## config.mk

```make
export PLATFORM = sky130hd
export DESIGN_NAME = ehgu_delay_line_ctrl
export DESIGN_NICKNAME = d
export VERILOG_FILES = /design/src/rtl/ehgu_pkg.sv /design/src/rtl/ehgu_mod_counter.sv /design/src/rtl/ehgu_delay_line_ctrl.sv
export SDC_FILE = /design/constraint.sdc
export NUM_CORES = 1
export LEC_CHECK = 0
export ABC_AREA = 1
export CORE_MARGIN = 2
export CORE_UTILIZATION = 45
export CTS_BUF_LIST = sky130_fd_sc_hd__clkbuf_4
export CTS_CLUSTER_DIAMETER = 30
export DETAILED_ROUTE_END_ITERATION = 16
export GPL_TIMING_DRIVEN = 0
export PLACE_DENSITY = 0.68
export SLEW_MARGIN = 10
export SYNTH_ARGS = -nofsm -noshare
export SYNTH_HDL_FRONTEND = slang
export SYNTH_SLANG_ARGS = --single-unit
```

## constraint.sdc

```tcl
create_clock -name wclk -period 3.29 [get_ports wclk]
set_input_delay 0.8225 -clock wclk [delete_from_list [all_inputs] [get_ports wclk]]
set_output_delay 0.8225 -clock wclk [all_outputs]
set_load 0.05 [all_outputs]
```

## src/rtl/ehgu_pkg.sv

```systemverilog
`default_nettype none
// ============================================================================
// Module   : ehgu_pkg
// Brief    : Shared state encoding and pointer helper for the delay-line ctrl.
// Revision : 1.0
// ============================================================================
package ehgu_pkg;

    typedef enum logic [1:0] {
        IDLE  = 2'd0,
        FILL  = 2'd1,
        RUN   = 2'd2,
        FLUSH = 2'd3
    } ehgu_dl_state_e;

    // Operates on a fixed 16-bit carrier so callers of any width up to 16 can share it.
    function automatic logic [15:0] mod_inc(input logic [15:0] val, input logic [15:0] modulus);
        return (val >= (modulus - 16'd1)) ? 16'd0 : (val + 16'd1);
    endfunction

endpackage
`default_nettype wire

```

## src/rtl/ehgu_mod_counter.sv

```systemverilog
`default_nettype none
// ============================================================================
// Module   : ehgu_mod_counter
// Brief    : Modulo-MOD address pointer with synchronous clear and increment.
// Revision : 1.0
// ============================================================================
module ehgu_mod_counter
    import ehgu_pkg::*;
#(
    parameter int MOD    = 128,
    parameter int AWIDTH = 8
) (
    input  logic              wclk,
    input  logic              rst,
    input  logic              clear,
    input  logic              inc,
    output logic [AWIDTH-1:0] count
);

    logic [AWIDTH-1:0] r_count;

    always_ff @(posedge wclk) begin
        if (rst || clear) begin
            r_count <= '0;
        end else if (inc) begin
            r_count <= AWIDTH'(mod_inc(16'(r_count), 16'(MOD)));
        end
    end

    assign count = r_count;

endmodule
`default_nettype wire

```

## src/rtl/ehgu_delay_line_ctrl.sv

```systemverilog
`default_nettype none
// ============================================================================
// Module   : ehgu_delay_line_ctrl
// Brief    : Sequencer for a circular-buffer delay line on a 1-cycle-latency SDP RAM.
// Revision : 1.0
// ============================================================================
module ehgu_delay_line_ctrl
    import ehgu_pkg::*;
#(
    parameter int AWIDTH = 8,
    parameter int DEPTH  = 128
) (
    input  logic              wclk,
    input  logic              rst,
    input  logic              start,
    input  logic              stop,
    input  logic [AWIDTH-1:0] cfg_delay,
    input  logic              in_valid,
    output logic              in_ready,
    output logic              mem_we,
    output logic [AWIDTH-1:0] mem_waddr,
    output logic              mem_re,
    output logic [AWIDTH-1:0] mem_raddr,
    output logic              out_valid,
    output logic [AWIDTH:0]   occupancy,
    output logic              busy,
    output logic              done,
    output logic              cfg_err
);

    localparam logic [AWIDTH:0] c_DEPTH = (AWIDTH+1)'(DEPTH);
    localparam logic [AWIDTH:0] c_ONE   = (AWIDTH+1)'(1);

    ehgu_dl_state_e    r_state;
    ehgu_dl_state_e    w_state_nxt;
    logic [AWIDTH-1:0] r_delay;
    logic [AWIDTH:0]   r_occ;
    logic [AWIDTH:0]   w_occ_nxt;
    logic              r_out_valid;
    logic              r_done;
    logic              r_cfg_err;
    logic              w_done_nxt;
    logic              w_cfg_ok;
    logic              w_start_ok;
    logic              w_in_ready;
    logic              w_accept;
    logic              w_re;
    logic [AWIDTH-1:0] w_wptr;
    logic [AWIDTH-1:0] w_rptr;

    assign w_cfg_ok   = (cfg_delay != '0) && ({1'b0, cfg_delay} < c_DEPTH);
    assign w_start_ok = (r_state == IDLE) && start && w_cfg_ok;
    assign w_in_ready = (r_state == FILL) || (r_state == RUN);
    assign w_accept   = in_valid && w_in_ready;
    // In RUN a read is paired with every write so the delay is measured in samples.
    assign w_re       = ((r_state == RUN) && w_accept) ||
                        ((r_state == FLUSH) && (r_occ != '0));

    always_comb begin
        w_state_nxt = r_state;
        w_occ_nxt   = r_occ;
        w_done_nxt  = 1'b0;
        case (r_state)
            IDLE: begin
                if (w_start_ok) begin
                    w_state_nxt = FILL;
                    w_occ_nxt   = '0;
                end
            end
            FILL, RUN: begin
                if ((r_state == FILL) && w_accept) begin
                    w_occ_nxt = r_occ + c_ONE;
                end
                if (stop) begin
                    if (w_occ_nxt == '0) begin
                        w_state_nxt = IDLE;
                        w_done_nxt  = 1'b1;
                    end else begin
                        w_state_nxt = FLUSH;
                    end
                end else if ((r_state == FILL) && w_accept && (w_occ_nxt == {1'b0, r_delay})) begin
                    w_state_nxt = RUN;
                end
            end
            FLUSH: begin
                if (r_occ != '0) begin
                    w_occ_nxt = r_occ - c_ONE;
                end
                if (r_occ <= c_ONE) begin
                    w_state_nxt = IDLE;
                    w_done_nxt  = 1'b1;
                end
            end
            default: begin
                w_state_nxt = IDLE;
            end
        endcase
    end

    always_ff @(posedge wclk) begin
        if (rst) begin
            r_state     <= IDLE;
            r_occ       <= '0;
            r_delay     <= '0;
            r_out_valid <= 1'b0;
            r_done      <= 1'b0;
            r_cfg_err   <= 1'b0;
        end else begin
            r_state     <= w_state_nxt;
            r_occ       <= w_occ_nxt;
            r_out_valid <= w_re;
            r_done      <= w_done_nxt;
            r_cfg_err   <= (r_state == IDLE) && start && !w_cfg_ok;
            if (w_start_ok) begin
                r_delay <= cfg_delay;
            end
        end
    end

    ehgu_mod_counter #(
        .MOD    (DEPTH),
        .AWIDTH (AWIDTH)
    ) u_wptr (
        .wclk  (wclk),
        .rst   (rst),
        .clear (w_start_ok),
        .inc   (w_accept),
        .count (w_wptr)
    );

    ehgu_mod_counter #(
        .MOD    (DEPTH),
        .AWIDTH (AWIDTH)
    ) u_rptr (
        .wclk  (wclk),
        .rst   (rst),
        .clear (w_start_ok),
        .inc   (w_re),
        .count (w_rptr)
    );

    assign in_ready  = w_in_ready;
    assign mem_we    = w_accept;
    assign mem_waddr = w_wptr;
    assign mem_re    = w_re;
    assign mem_raddr = w_rptr;
    assign out_valid = r_out_valid;
    assign occupancy = r_occ;
    assign busy      = (r_state != IDLE);
    assign done      = r_done;
    assign cfg_err   = r_cfg_err;

endmodule
`default_nettype wire

```

==> run summary <==
outcome -> finished, final reports clean
Clock power frac -> 0.176
setup TNS -> 0 ns
Fill cells -> 518
max-slew violation count -> 0
Clock Latency Late Sink -> 0.35 ns
Slew @ Worst Pin -> 0.702 ns
WHS -> 0.469 ns
Die Y -> 76.2 um
final design utilization -> 0.578
final setup skew -> 0.0145 ns
core area -> 5070 um^2
Routed Antenna Nets -> 0
number of port buffers -> 43
post-synthesis sequential area ratio -> 0.324
MaxCap Viol Count -> 0
Starting Density -> 0.463
TritonRoute pass-1 iters -> 5
Clock transition at path regs -> 0.11 ns
combinational power share -> 0.515
GRT Total Usage -> 0.213
worst-path cell chain -> inv_1 > ha_1 > buf_2 > nand2_1 > inv_2 > dlygate4sd2_1
crit end category -> primary output
# H-tree levels -> 2
initial antenna violation count -> 0
Synth Register Bits -> 38
fmax -> 331 MHz
Final Setup Violations -> 0
Clock Path Buffers -> 2
Syn Nets -> 384
synthesized area per cell -> 6.51 um^2
Initial DRC Count -> 241
synth warn -> 0
Leakage -> 1.19 nW
Startpoint Class -> register
Slowest-stage cell, CP -> dlygate4sd2_1
clock root cell -> clkbuf_4
GRT met2 Usage -> 0.325
clock sink count -> 38
sequential fraction of design power -> 0.309
period utilization -> 0.919
Net Switching -> 828 uW
CP max FO -> 8
DR WL/cell -> 12.3 um
IO Pins -> 45
unrepaired setup endpoints after global routing -> false
P_int -> 935 uW
Detail Placement HPWL -> 4490 um
met3 usage -> 0.0415
drt via density -> 5.17
FP Rows -> 26
layout cells sized above 1 -> 0.0730
routed vias -> 2,487
critical path class -> register to primary output
Die ar. -> 5810 um^2
Req. time, crit path -> 2.47 ns
Final Hold Fails -> 0
power density over the cells -> 601 nW/um^2
die span in x -> 76.2 um
vias in the first global route -> 2,155
FF/Latch Area -> 761 um^2
Slew headroom -> 0.530
GR Layer Usage met1 -> 0.303
worst hold path class -> register to register
gpl congestion -> 0.917
drt drc -> 0
post-CTS setup buffer count -> 0
ant diodes -> 0
footprint of the multi-input gates -> 1370 um^2
TritonCTS clock tree -> built
switching share of power -> 0.470
first-pass GRT wire length -> 10,200 um
GR Overflow Total -> 0
CTS Buf Count -> 5
critical path's largest stage delay -> 0.54 ns
fin nets -> 434
Total Power -> 1.76 mW
Max rail drop VDD -> 0.422 mV
layer with the highest usage -> met2
largest net degree at the start of global routing -> 12
CP arrival -> 2.20 ns
Area growth, synth to finish -> 24.8%
count of different cell masters after synthesis -> 36
drt total wl -> 5920 um
Synth Cell Area -> 2350 um^2
cell count after synthesis -> 361
post-route minimum period -> 3.02 ns
==> cell families (layout without fill, tap and decap cells) <==
| kind of cell | after synthesis | count (layout) | synth area share |
|---|---|---|---|
| flops | 38 | 38 | 0.324 |
| buf+inv | 55 | 105 | 0.0943 |
| simple gates | 191 | 191 | 0.363 |
| fa+ha+maj | 10 | 10 | 0.0533 |
| xor+xnor | 4 | 4 | 0.0149 |
| compound gates | 63 | 63 | 0.150 |
==> area by class of cell <==
| class | instances | area share |
|---|---|---|
| inverter | 47 | 0.0606 |
| multi-input combinational | 268 | 0.466 |
| clock inverter | 2 | 0.0115 |
| sequential | 38 | 0.259 |
| clock buffer | 5 | 0.0128 |
| tap | 70 | 0.0299 |
| timing repair buffer | 43 | 0.145 |
| buffer | 8 | 0.0149 |
==> Yosys cell counts (all sizes together) <==
cell / number / share of area
nor3b: 5 / 0.016
nor2: 39 / 0.071
a211oi: 1 / 0.0032
clkinv: 2 / 0.0037
clkbuf: 2 / 0.0032
a41oi: 1 / 0.0037
nand2: 99 / 0.16
a21oi: 33 / 0.070
buf: 6 / 0.015
a31o: 1 / 0.0037
nor3: 9 / 0.019
nand3: 30 / 0.066
or2: 1 / 0.0027
nand3b: 1 / 0.0048
o22ai: 5 / 0.013
a31oi: 1 / 0.0027
xnor2: 2 / 0.0075
nand4: 6 / 0.019
dfxtp: 38 / 0.32
ha: 10 / 0.053
nor4: 1 / 0.0027
o21ai: 20 / 0.049
a32o: 1 / 0.0043
xor2: 2 / 0.0075
inv: 45 / 0.072
==> cells in the final DEF, fill, tap and decap left out, types with 2 or more instances in the layout <==
| cell type | synthesis | final |
|---|---|---|
| nor3_1 | 9 | 9 |
| xor2_1 | 2 | 2 |
| nor3b_1 | 5 | 5 |
| o21ai_0 | 16 | 16 |
| nand2_2 | 4 | 4 |
| nand3_1 | 29 | 29 |
| nor2_1 | 35 | 35 |
| nor2_4 | 2 | 2 |
| xnor2_1 | 2 | 2 |
| nor2_2 | 2 | 2 |
| a21oi_1 | 33 | 33 |
| inv_1 | 44 | 44 |
| clkinv_1 | 1 | 2 |
| ha_1 | 10 | 10 |
| nand4_1 | 5 | 5 |
| clkdlybuf4s50_1 | 0 | 41 |
| o22ai_1 | 5 | 5 |
| buf_2 | 5 | 5 |
| dfxtp_1 | 38 | 38 |
| nand2_1 | 95 | 95 |
| clkbuf_1 | 2 | 2 |
| o21ai_1 | 2 | 2 |
| clkbuf_4 | 0 | 5 |
==> worst paths after layout <==
kind	start	endpoint	slack, ns	cells past startpoint
max	r_state[0]$_SDFFE_PP0P_	mem_we	0.27	6
min	r_delay[7]$_SDFFE_PP0P_	r_delay[7]$_SDFFE_PP0P_	0.47	2
max reg2reg	occupancy[0]$_SDFFE_PP0P_	r_state[0]$_SDFFE_PP0P_	1.05	14
min reg2reg	r_delay[7]$_SDFFE_PP0P_	r_delay[7]$_SDFFE_PP0P_	0.47	2
==> stage by stage <==
step           std cells  cell area [um^2]  setup slack [ns]
2_1_floorplan        361              2350             0.458
3_3_place_gp         474              2870            0.0694
3_5_place_dp         474              2870            0.0776
4_1_cts              481              2940            0.0303
5_1_grt              481              2930            0.0877
6_report             481              2930             0.265
==> worst max-delay path, delay by kind of cell (launching register included) <==
kind                     cells  cell delay [ns]
flip-flops                   1             0.40
AND/OR/NAND/NOR              1             0.19
buffers and inverters        4             0.97
adder cells (fa/ha/maj)      1             0.30
==> what timing repair did <==
item                                    CTS  global route
endpoints found under the setup margin    2             1
hold buffers                              0             0
cloned                                    0             0
gates resized for setup                   2             2
pin swaps                                 0             0
==> power by group through the flow <==
stage	clock network [mW]	logic, mW	registers (mW)
2_1_floorplan	0	0.600	0.607
3_3_place_gp	0	0.902	0.554
3_5_place_dp	0	0.906	0.555
4_1_cts	0.318	0.903	0.544
5_1_grt	0.344	1.00	0.552
6_report	0.310	0.908	0.545
==> sequential cells by signal (all words and copies together) (netlist names) <==
| signal | count |
|---|---|
| r_state | 2 |
| occupancy | 9 |
| cfg_err | 1 |
| r_delay | 8 |
| done | 1 |
| u_wptr.count | 8 |
| out_valid | 1 |
| u_rptr.count | 8 |
==> per-layer routing <==
metal | vias up | part of all wire
li1 | 1283 | -
met2 | 97 | 0.43
met3 | 8 | 0.059
met1 | 1099 | 0.50
met5 | - | 0
met4 | 0 | 0.011
No activity file was read; power rests on OpenSTA's default activity.
